--- config.mk ---
export PLATFORM = sky130hd
export DESIGN_NAME = branch_resolve_unit
export DESIGN_NICKNAME = d
export VERILOG_FILES = /design/src/rtl/branch_resolve_unit.sv
export SDC_FILE = /design/constraint.sdc
export NUM_CORES = 1
export LEC_CHECK = 0
export ABC_AREA = 1
export CELL_PAD_IN_SITES_DETAIL_PLACEMENT = 1
export CELL_PAD_IN_SITES_GLOBAL_PLACEMENT = 1
export CORE_AREA = 3 3 195 197
export CTS_CLUSTER_DIAMETER = 80
export DETAILED_ROUTE_END_ITERATION = 10
export DIE_AREA = 0 0 198 200
export HOLD_SLACK_MARGIN = 0.05
export PLACE_DENSITY_LB_ADDON = 0.05
export SLEW_MARGIN = 20
export SYNTH_ARGS = -nofsm -noshare
export SYNTH_HDL_FRONTEND = slang
export SYNTH_SLANG_ARGS = --single-unit
--- constraint.sdc ---
create_clock -name clk -period 1.9 [get_ports clk]
set_input_delay 0.38 -clock clk [delete_from_list [all_inputs] [get_ports clk]]
set_output_delay 0.38 -clock clk [all_outputs]
set_load 0.05 [all_outputs]
--- src/rtl/branch_resolve_unit.sv ---
`default_nettype none
// =====================================================================
// Module   : branch_resolve_unit
// Brief    : EX-stage branch resolution. Carries each fetched
//            instruction's BTB prediction through ID and EX, checks it
//            against the real control-flow outcome, drives
//            redirect/flush to fetch, returns a registered update
//            packet to the BTB and keeps saturating branch and
//            mispredict counters.
// Revision : 1.0 - initial release
// =====================================================================
module branch_resolve_unit #(
    parameter int XLEN  = 32,
    parameter int CNT_W = 16
) (
    input  logic            clk,
    input  logic            rst,                   // asynchronous, active-low
    input  logic            stall,

    // instruction entering ID, with its BTB prediction
    input  logic            if_valid,
    input  logic [XLEN-1:0] if_pc,
    input  logic            if_predicted,
    input  logic [XLEN-1:0] if_predicted_address,

    // actual outcome of the instruction in EX
    input  logic            ex_is_branch,
    input  logic            ex_is_jump,
    input  logic            ex_taken,
    input  logic [XLEN-1:0] ex_target,

    // fetch correction
    output logic            redirect,
    output logic [XLEN-1:0] redirect_pc,
    output logic            flush,

    // BTB training packet
    output logic            btb_update_valid,
    output logic [XLEN-1:0] btb_update_pc,
    output logic [XLEN-1:0] btb_update_target,
    output logic            btb_update_taken,

    // performance counters
    output logic [CNT_W-1:0] branch_count,
    output logic [CNT_W-1:0] mispredict_count
);

    // -----------------------------------------------------------------
    // Constants
    // -----------------------------------------------------------------
    localparam logic [XLEN-1:0]  c_instr_bytes = XLEN'(4);
    localparam logic [CNT_W-1:0] c_cnt_one     = CNT_W'(1);
    localparam logic [CNT_W-1:0] c_cnt_max     = '1;

    // -----------------------------------------------------------------
    // Prediction metadata, ID stage
    // -----------------------------------------------------------------
    logic            r_id_valid;
    logic [XLEN-1:0] r_id_pc;
    logic            r_id_pred;
    logic [XLEN-1:0] r_id_pred_addr;

    // -----------------------------------------------------------------
    // Prediction metadata, EX stage
    // -----------------------------------------------------------------
    logic            r_ex_valid;
    logic [XLEN-1:0] r_ex_pc;
    logic            r_ex_pred;
    logic [XLEN-1:0] r_ex_pred_addr;

    // -----------------------------------------------------------------
    // Registered BTB update packet and counters
    // -----------------------------------------------------------------
    logic            r_upd_valid;
    logic [XLEN-1:0] r_upd_pc;
    logic [XLEN-1:0] r_upd_target;
    logic            r_upd_taken;
    logic [CNT_W-1:0] r_branch_count;
    logic [CNT_W-1:0] r_mispredict_count;

    // -----------------------------------------------------------------
    // Resolution logic
    // -----------------------------------------------------------------
    logic            w_resolve;      // EX holds a live instruction and may retire its outcome
    logic            w_is_ctrl;      // EX instruction is a real control transfer
    logic            w_actual;       // actual taken outcome (jumps are always taken)
    logic [XLEN-1:0] w_seq_pc;       // fall-through address, wraps modulo 2^XLEN
    logic            w_target_wrong; // predicted taken to a different address
    logic            w_mispredict;
    logic            w_redirect;
    logic            w_send_update;

    // Evaluate the EX prediction against the real outcome.
    // A prediction on a non-control instruction (BTB alias) counts as a
    // not-taken outcome that was predicted taken, so it is corrected to
    // the fall-through address and still trains the BTB.
    always_comb begin
        w_resolve      = r_ex_valid & ~stall;
        w_is_ctrl      = ex_is_branch | ex_is_jump;
        w_actual       = ex_is_jump | (ex_is_branch & ex_taken);
        w_seq_pc       = r_ex_pc + c_instr_bytes;
        w_target_wrong = (r_ex_pred_addr != ex_target);
        if (w_actual) begin
            w_mispredict = ~r_ex_pred | w_target_wrong;
        end else begin
            w_mispredict = r_ex_pred;
        end
        w_redirect    = w_resolve & w_mispredict;
        w_send_update = w_resolve & (w_is_ctrl | r_ex_pred);
    end

    // Drive the fetch correction; quiet outside a redirect.
    always_comb begin
        redirect    = w_redirect;
        flush       = w_redirect;
        redirect_pc = '0;
        if (w_redirect) begin
            redirect_pc = w_actual ? ex_target : w_seq_pc;
        end
    end

    // ID stage: capture the incoming instruction, hold on stall, kill on redirect.
    always_ff @(posedge clk or negedge rst) begin
        if (!rst) begin
            r_id_valid     <= 1'b0;
            r_id_pc        <= '0;
            r_id_pred      <= 1'b0;
            r_id_pred_addr <= '0;
        end else if (!stall) begin
            r_id_valid     <= if_valid & ~w_redirect;
            r_id_pc        <= if_pc;
            r_id_pred      <= if_predicted;
            r_id_pred_addr <= if_predicted_address;
        end
    end

    // EX stage: advance from ID, hold on stall, kill on redirect.
    always_ff @(posedge clk or negedge rst) begin
        if (!rst) begin
            r_ex_valid     <= 1'b0;
            r_ex_pc        <= '0;
            r_ex_pred      <= 1'b0;
            r_ex_pred_addr <= '0;
        end else if (!stall) begin
            r_ex_valid     <= r_id_valid & ~w_redirect;
            r_ex_pc        <= r_id_pc;
            r_ex_pred      <= r_id_pred;
            r_ex_pred_addr <= r_id_pred_addr;
        end
    end

    // BTB update: strobe for one cycle after each qualifying resolution.
    // The strobe is not gated by stall in the cycle it is presented.
    always_ff @(posedge clk or negedge rst) begin
        if (!rst) begin
            r_upd_valid  <= 1'b0;
            r_upd_pc     <= '0;
            r_upd_target <= '0;
            r_upd_taken  <= 1'b0;
        end else begin
            r_upd_valid <= w_send_update;
            if (w_send_update) begin
                r_upd_pc     <= r_ex_pc;
                r_upd_target <= w_actual ? ex_target : w_seq_pc;
                r_upd_taken  <= w_actual;
            end
        end
    end

    // Resolved control-transfer counter, saturating at all-ones.
    always_ff @(posedge clk or negedge rst) begin
        if (!rst) begin
            r_branch_count <= '0;
        end else if (w_resolve && w_is_ctrl && (r_branch_count != c_cnt_max)) begin
            r_branch_count <= r_branch_count + c_cnt_one;
        end
    end

    // Redirect counter, saturating at all-ones.
    always_ff @(posedge clk or negedge rst) begin
        if (!rst) begin
            r_mispredict_count <= '0;
        end else if (w_redirect && (r_mispredict_count != c_cnt_max)) begin
            r_mispredict_count <= r_mispredict_count + c_cnt_one;
        end
    end

    // -----------------------------------------------------------------
    // Output mapping
    // -----------------------------------------------------------------
    assign btb_update_valid  = r_upd_valid;
    assign btb_update_pc     = r_upd_pc;
    assign btb_update_target = r_upd_target;
    assign btb_update_taken  = r_upd_taken;
    assign branch_count      = r_branch_count;
    assign mispredict_count  = r_mispredict_count;

endmodule
`default_nettype wire

# [Word-level counts from Yosys, hierarchy flattened]
# Index checks and enable logic that the tools add are counted.
# Widths: inputs -> output; s select.
[classes] add_sub_neg=3 n_eq_ne=3 muxes=3 n_bitwise=13 reduce_logical=3
[ops] operator="$mux 32" n=2
[ops] operator="$add 16x1->16 const B" n=2
[ops] operator="$add 32x3->32 const B" n=1
[ops] operator="$ne 16x16->1 const B" n=2
[ops] operator="$ne 32x32->1" n=1
[ops] operator="$and 1x1->1" n=6
[ops] operator="$or 1x1->1" n=4
[ops] operator="$logic_and 1x1->1" n=3
[ops] operator="$not 1->1" n=3
[ops] operator="$mux 1" n=1
[totals] reg_bits=230 in_bits=104 output_inout_bits=132 wordCells=39

# [Longest topological paths before layout]
[logic_depth] ltp_word=6 mapped_depth=13 ltp_nobuf=12

# [Worst setup path before layout]
# OpenSTA, ideal clock, no wires.
[synth_timing] path_kind="register -> output" start="reg r_ex_pc[2]" end="out redirect_pc[20]" arrival_ns=2.037 required_ns=1.520 slack_ns=-0.517 path_stages_with_launch=11 path_buffers=0 path_cell_list="dfrtp_1 > ha_1 > nand3_2 > nor2_2 > nand2_1 > nor2_2 > nand2_1 > xor2_1 > nand2_1 > nand2_1 > nor2_1"
[synth_via] elab_chain_cells=3
[synth_lines] item="start: declaration" line_no="67" rtl="logic [XLEN-1:0] r_ex_pc;"
[synth_lines] item="start signal: assignment" line_no="146" rtl="r_ex_pc <= r_id_pc;"
[synth_lines] item="$add 32x3->32" line_no="101" rtl="w_seq_pc = r_ex_pc + c_instr_bytes;"
[synth_lines] item="$mux 32" line_no="118" rtl="redirect_pc = w_actual ? ex_target : w_seq_pc;"
[synth_lines] item="$mux 32" line_no="117" rtl="if (w_redirect) begin"
[synth_lines] item="end: declaration" line_no="34" rtl="output logic [XLEN-1:0] redirect_pc,"
# No other way between the ends.

# [Worst setup path after layout]
[layout_timing] start="reg r_ex_pc[3]" end="out redirect_pc[22]"
# The elaborated chain is that of the path after synthesis.

==> results_dict.tcl <==
set metrics [dict create \
    globalplace.congestion 0.800 \
    die_h_um 200 \
    avgSynthCellArea_um2 7.88 \
    outcome "finished, violations left" \
    initial_core_util_pct 29.9 \
    period_needed_ps 2740 \
    crit_arrival_ps 2360 \
    use_met3_pct 4.43 \
    grt_util_met2_pct 35.3 \
    r2r_cells 13 \
    grt_overflow 0 \
    yosys.area.top_type "dfrtp_1" \
    hold_violations 0 \
    antenna_found_initial 4 \
    syn_to_final_growth_pct 54.8 \
    clk_latency_ps 560 \
    fillers 4343 \
    grt_pass1_wl_mm 63.6 \
    clk_pin_slew_ps 60 \
    ys_async_sr_fraction_pct 100 \
    worstPathRequired_ps 1520 \
    drive_gt1_share_pct 27.8 \
    diodes 0 \
    dr.pass1.iters 4 \
    clock_path_buffers 3 \
    p_leak_nw 8.19 \
    fmax_ghz 0.365 \
    worst-r2r-setup-slack_ps -90 \
    r2r_start "r_ex_pred_addr[22]" \
    rows 70 \
    postRouteWirelength_mm 40.4 \
    synth_fp_nets 1489 \
    grt_max_degree 128 \
    holdWs_ps 333 \
    min_period_over_period_pct 144 \
    core_area_um2 36400 \
    grtUsageTotal_pct 20.5 \
    rsz0062_at_grt "true" \
    pin_count 236 \
    relSlewSlack_pct 60.7 \
    viasPerCell 4.60 \
    fp.dieW_um 198 \
    fin_ws_ps -841 \
    violations "setup timing" \
    yosysTopAreaCellShare_pct 52.9 \
    synth_ff_type "dfrtp_1" \
    tightestPinTransition_ps 590 \
    path_max_fanout 4 \
    multiInputGateArea_um2 4950 \
    grt_pass1_vias 11300 \
    powerDensity_nw_per_um2 1040 \
    cts_buffers 27 \
    hpwl_mm 30.6 \
    vias 10500 \
    busiest_layer "met2" \
    first_iter_violations 339 \
    dieArea_um2 39600 \
    clkSinkCount 230 \
    reg2reg_to "mispredict_count[6]" \
    ys_warn_count 0 \
    vdd_ir_drop_max_mv 0.620 \
    syn_inst 1382 \
    ant_nets 0 \
    drc 0 \
    hold_path_class "primary input to asynchronous set/reset pin" \
    fin_util_pct 46.2 \
    nets 1891 \
    htreeDepth 1 \
    finalClockSkew_ps 29.1 \
    cp-end-kind "output pin" \
    grt_util_met1_pct 26.9 \
    drv_slew 0 \
    synth_cell_types 31 \
    post_drt_wl_per_cell_um 17.8 \
    synthTopCellsByCount "nand2_1 (532), dfrtp_1 (230), o21ai_0 (162), inv_1 (125), nor2_1 (87)" \
    setup_violations 50 \
    regArea_um2 5760 \
    io_buffers 235 \
    synth-edff-count 0 \
    ys_seq_area_share_pct 52.9 \
    maxCapViolations 0 \
    synth_area_leaders "dfrtp_1 (53%), nand2_1 (18%), o21ai_0 (7.4%), inv_1 (4.3%), nor2_1 (3.0%)" \
    worstSetupStartpointType "flip-flop" \
    cts_tree "done" \
    crit_type "flip-flop to output pin" \
    ys_seq_elements 230 \
    syn_area_um2 10900 \
    root_buffer "clkbuf_16" \
    synth.most_common_cell "nand2_1" \
]
cell usage in the layout, fill, tap and decap left out, drive strengths merged:
cell           instances
bufinv                 2
nand2                535
dfrtp                230
nor2                  94
nand4                 23
o21ai                166
buf                  328
inv                  129
a21oi                  3
o21bai                 2
xnor2                 23
xor2                  23
clkinv                 7
clkbuf                38
a22oi                  1
dlygate4sd3            1
nor3                  21
or2                    5
clkdlybuf4s50        101
clkinvlp               1
ha                     3
nand3                 63
nor4                   1
o22ai                  3
final cells by class:
type | instances | share of cell area, %
timing repair buffer | 430 | 24.8
multi-input combinational | 966 | 29.4
clock buffer | 38 | 4.55
sequential | 230 | 34.2
clock inverter | 10 | 0.616
tap | 468 | 3.48
inverter | 129 | 2.93
repair_timing:
item / 4_1_cts / 5_1_grt
hold buffers: 1 / 0
setup endpoints to repair: 54 / 65
pin swaps: 24 / 29
gates resized for setup: 66 / 55
setup buffers: 13 / 9
endpoints found under the hold margin: 86 / 0
cloned: 2 / 0
worst max-delay path, cell delays in order, from the launching register on:
cell	delay, ps
dfrtp_2	410
ha_4	160
nand3_4	70
nor2_4	210
nand2_4	100
nor2_4	130
nand2_2	100
o21bai_1	170
nand3_2	150
nand2_2	120
nor2_4	50
buf_12	140
report_power, final:
group	internal, mW	leakage, nW	total [mW]	switching [mW]
clock network	3.07	0.436	5.15	2.08
logic	2.09	4.86	6.10	4.00
registers	5.76	2.89	6.36	0.602
registers in the layout, summed over array words and instances, names as in the netlist:
register and count:
branch_count 16, mispredict_count 16, r_id_pred_addr 32, r_id_valid 1, r_ex_pred_addr 32, btb_update_taken 1
btb_update_target 32, btb_update_valid 1, btb_update_pc 32, r_ex_valid 1, r_id_pc 32, r_ex_pc 32
r_id_pred 1, r_ex_pred 1
metrics by stage:
step | std cells | area, um2 | power [mW] | worst slack [ps] | TNS [ps]
after floorplan | 1382 | 11100 | 9.79 | -286 | -3740
after global placement | 2202 | 15300 | 12.4 | -838 | -39490
after detailed placement | 2202 | 15300 | 12.4 | -893 | -42910
after CTS | 2266 | 16700 | 17.8 | -977 | -30130
after global routing | 2271 | 16800 | 18.6 | -1000 | -35500
final | 2271 | 16800 | 17.6 | -841 | -27640
layer usage:
layer  part of all wire (%)  vias up
met5                   0.12        -
met4                    1.6        8
met1                     45     5069
met2                     48      192
met3                    5.4       46
li1                       -     5141
how the worst max path moves through the flow:
stage	startpoint	endpoint	slack [ps]	cells past startpoint
floorplan	ex_target[8]	redirect	-290	10
global placement	ex_target[24]	flush	-840	11
detailed placement	ex_target[24]	redirect	-890	11
CTS	r_ex_pc[3]	redirect_pc[18]	-980	10
global route	r_ex_pc[20]	redirect_pc[26]	-1000	9
finish	r_ex_pc[3]	redirect_pc[22]	-840	11
cells by family after synthesis:
family	Yosys count	synth area share (%)
flip-flops	230	52.9
buffers and inverters	186	6.90
AO/OA/AOI/OAI	175	8.18
adder cells (fa/ha/maj)	3	0.345
XOR/XNOR	46	3.70
AND/OR/NAND/NOR	742	28.0
(Power assumes the default switching activity.)
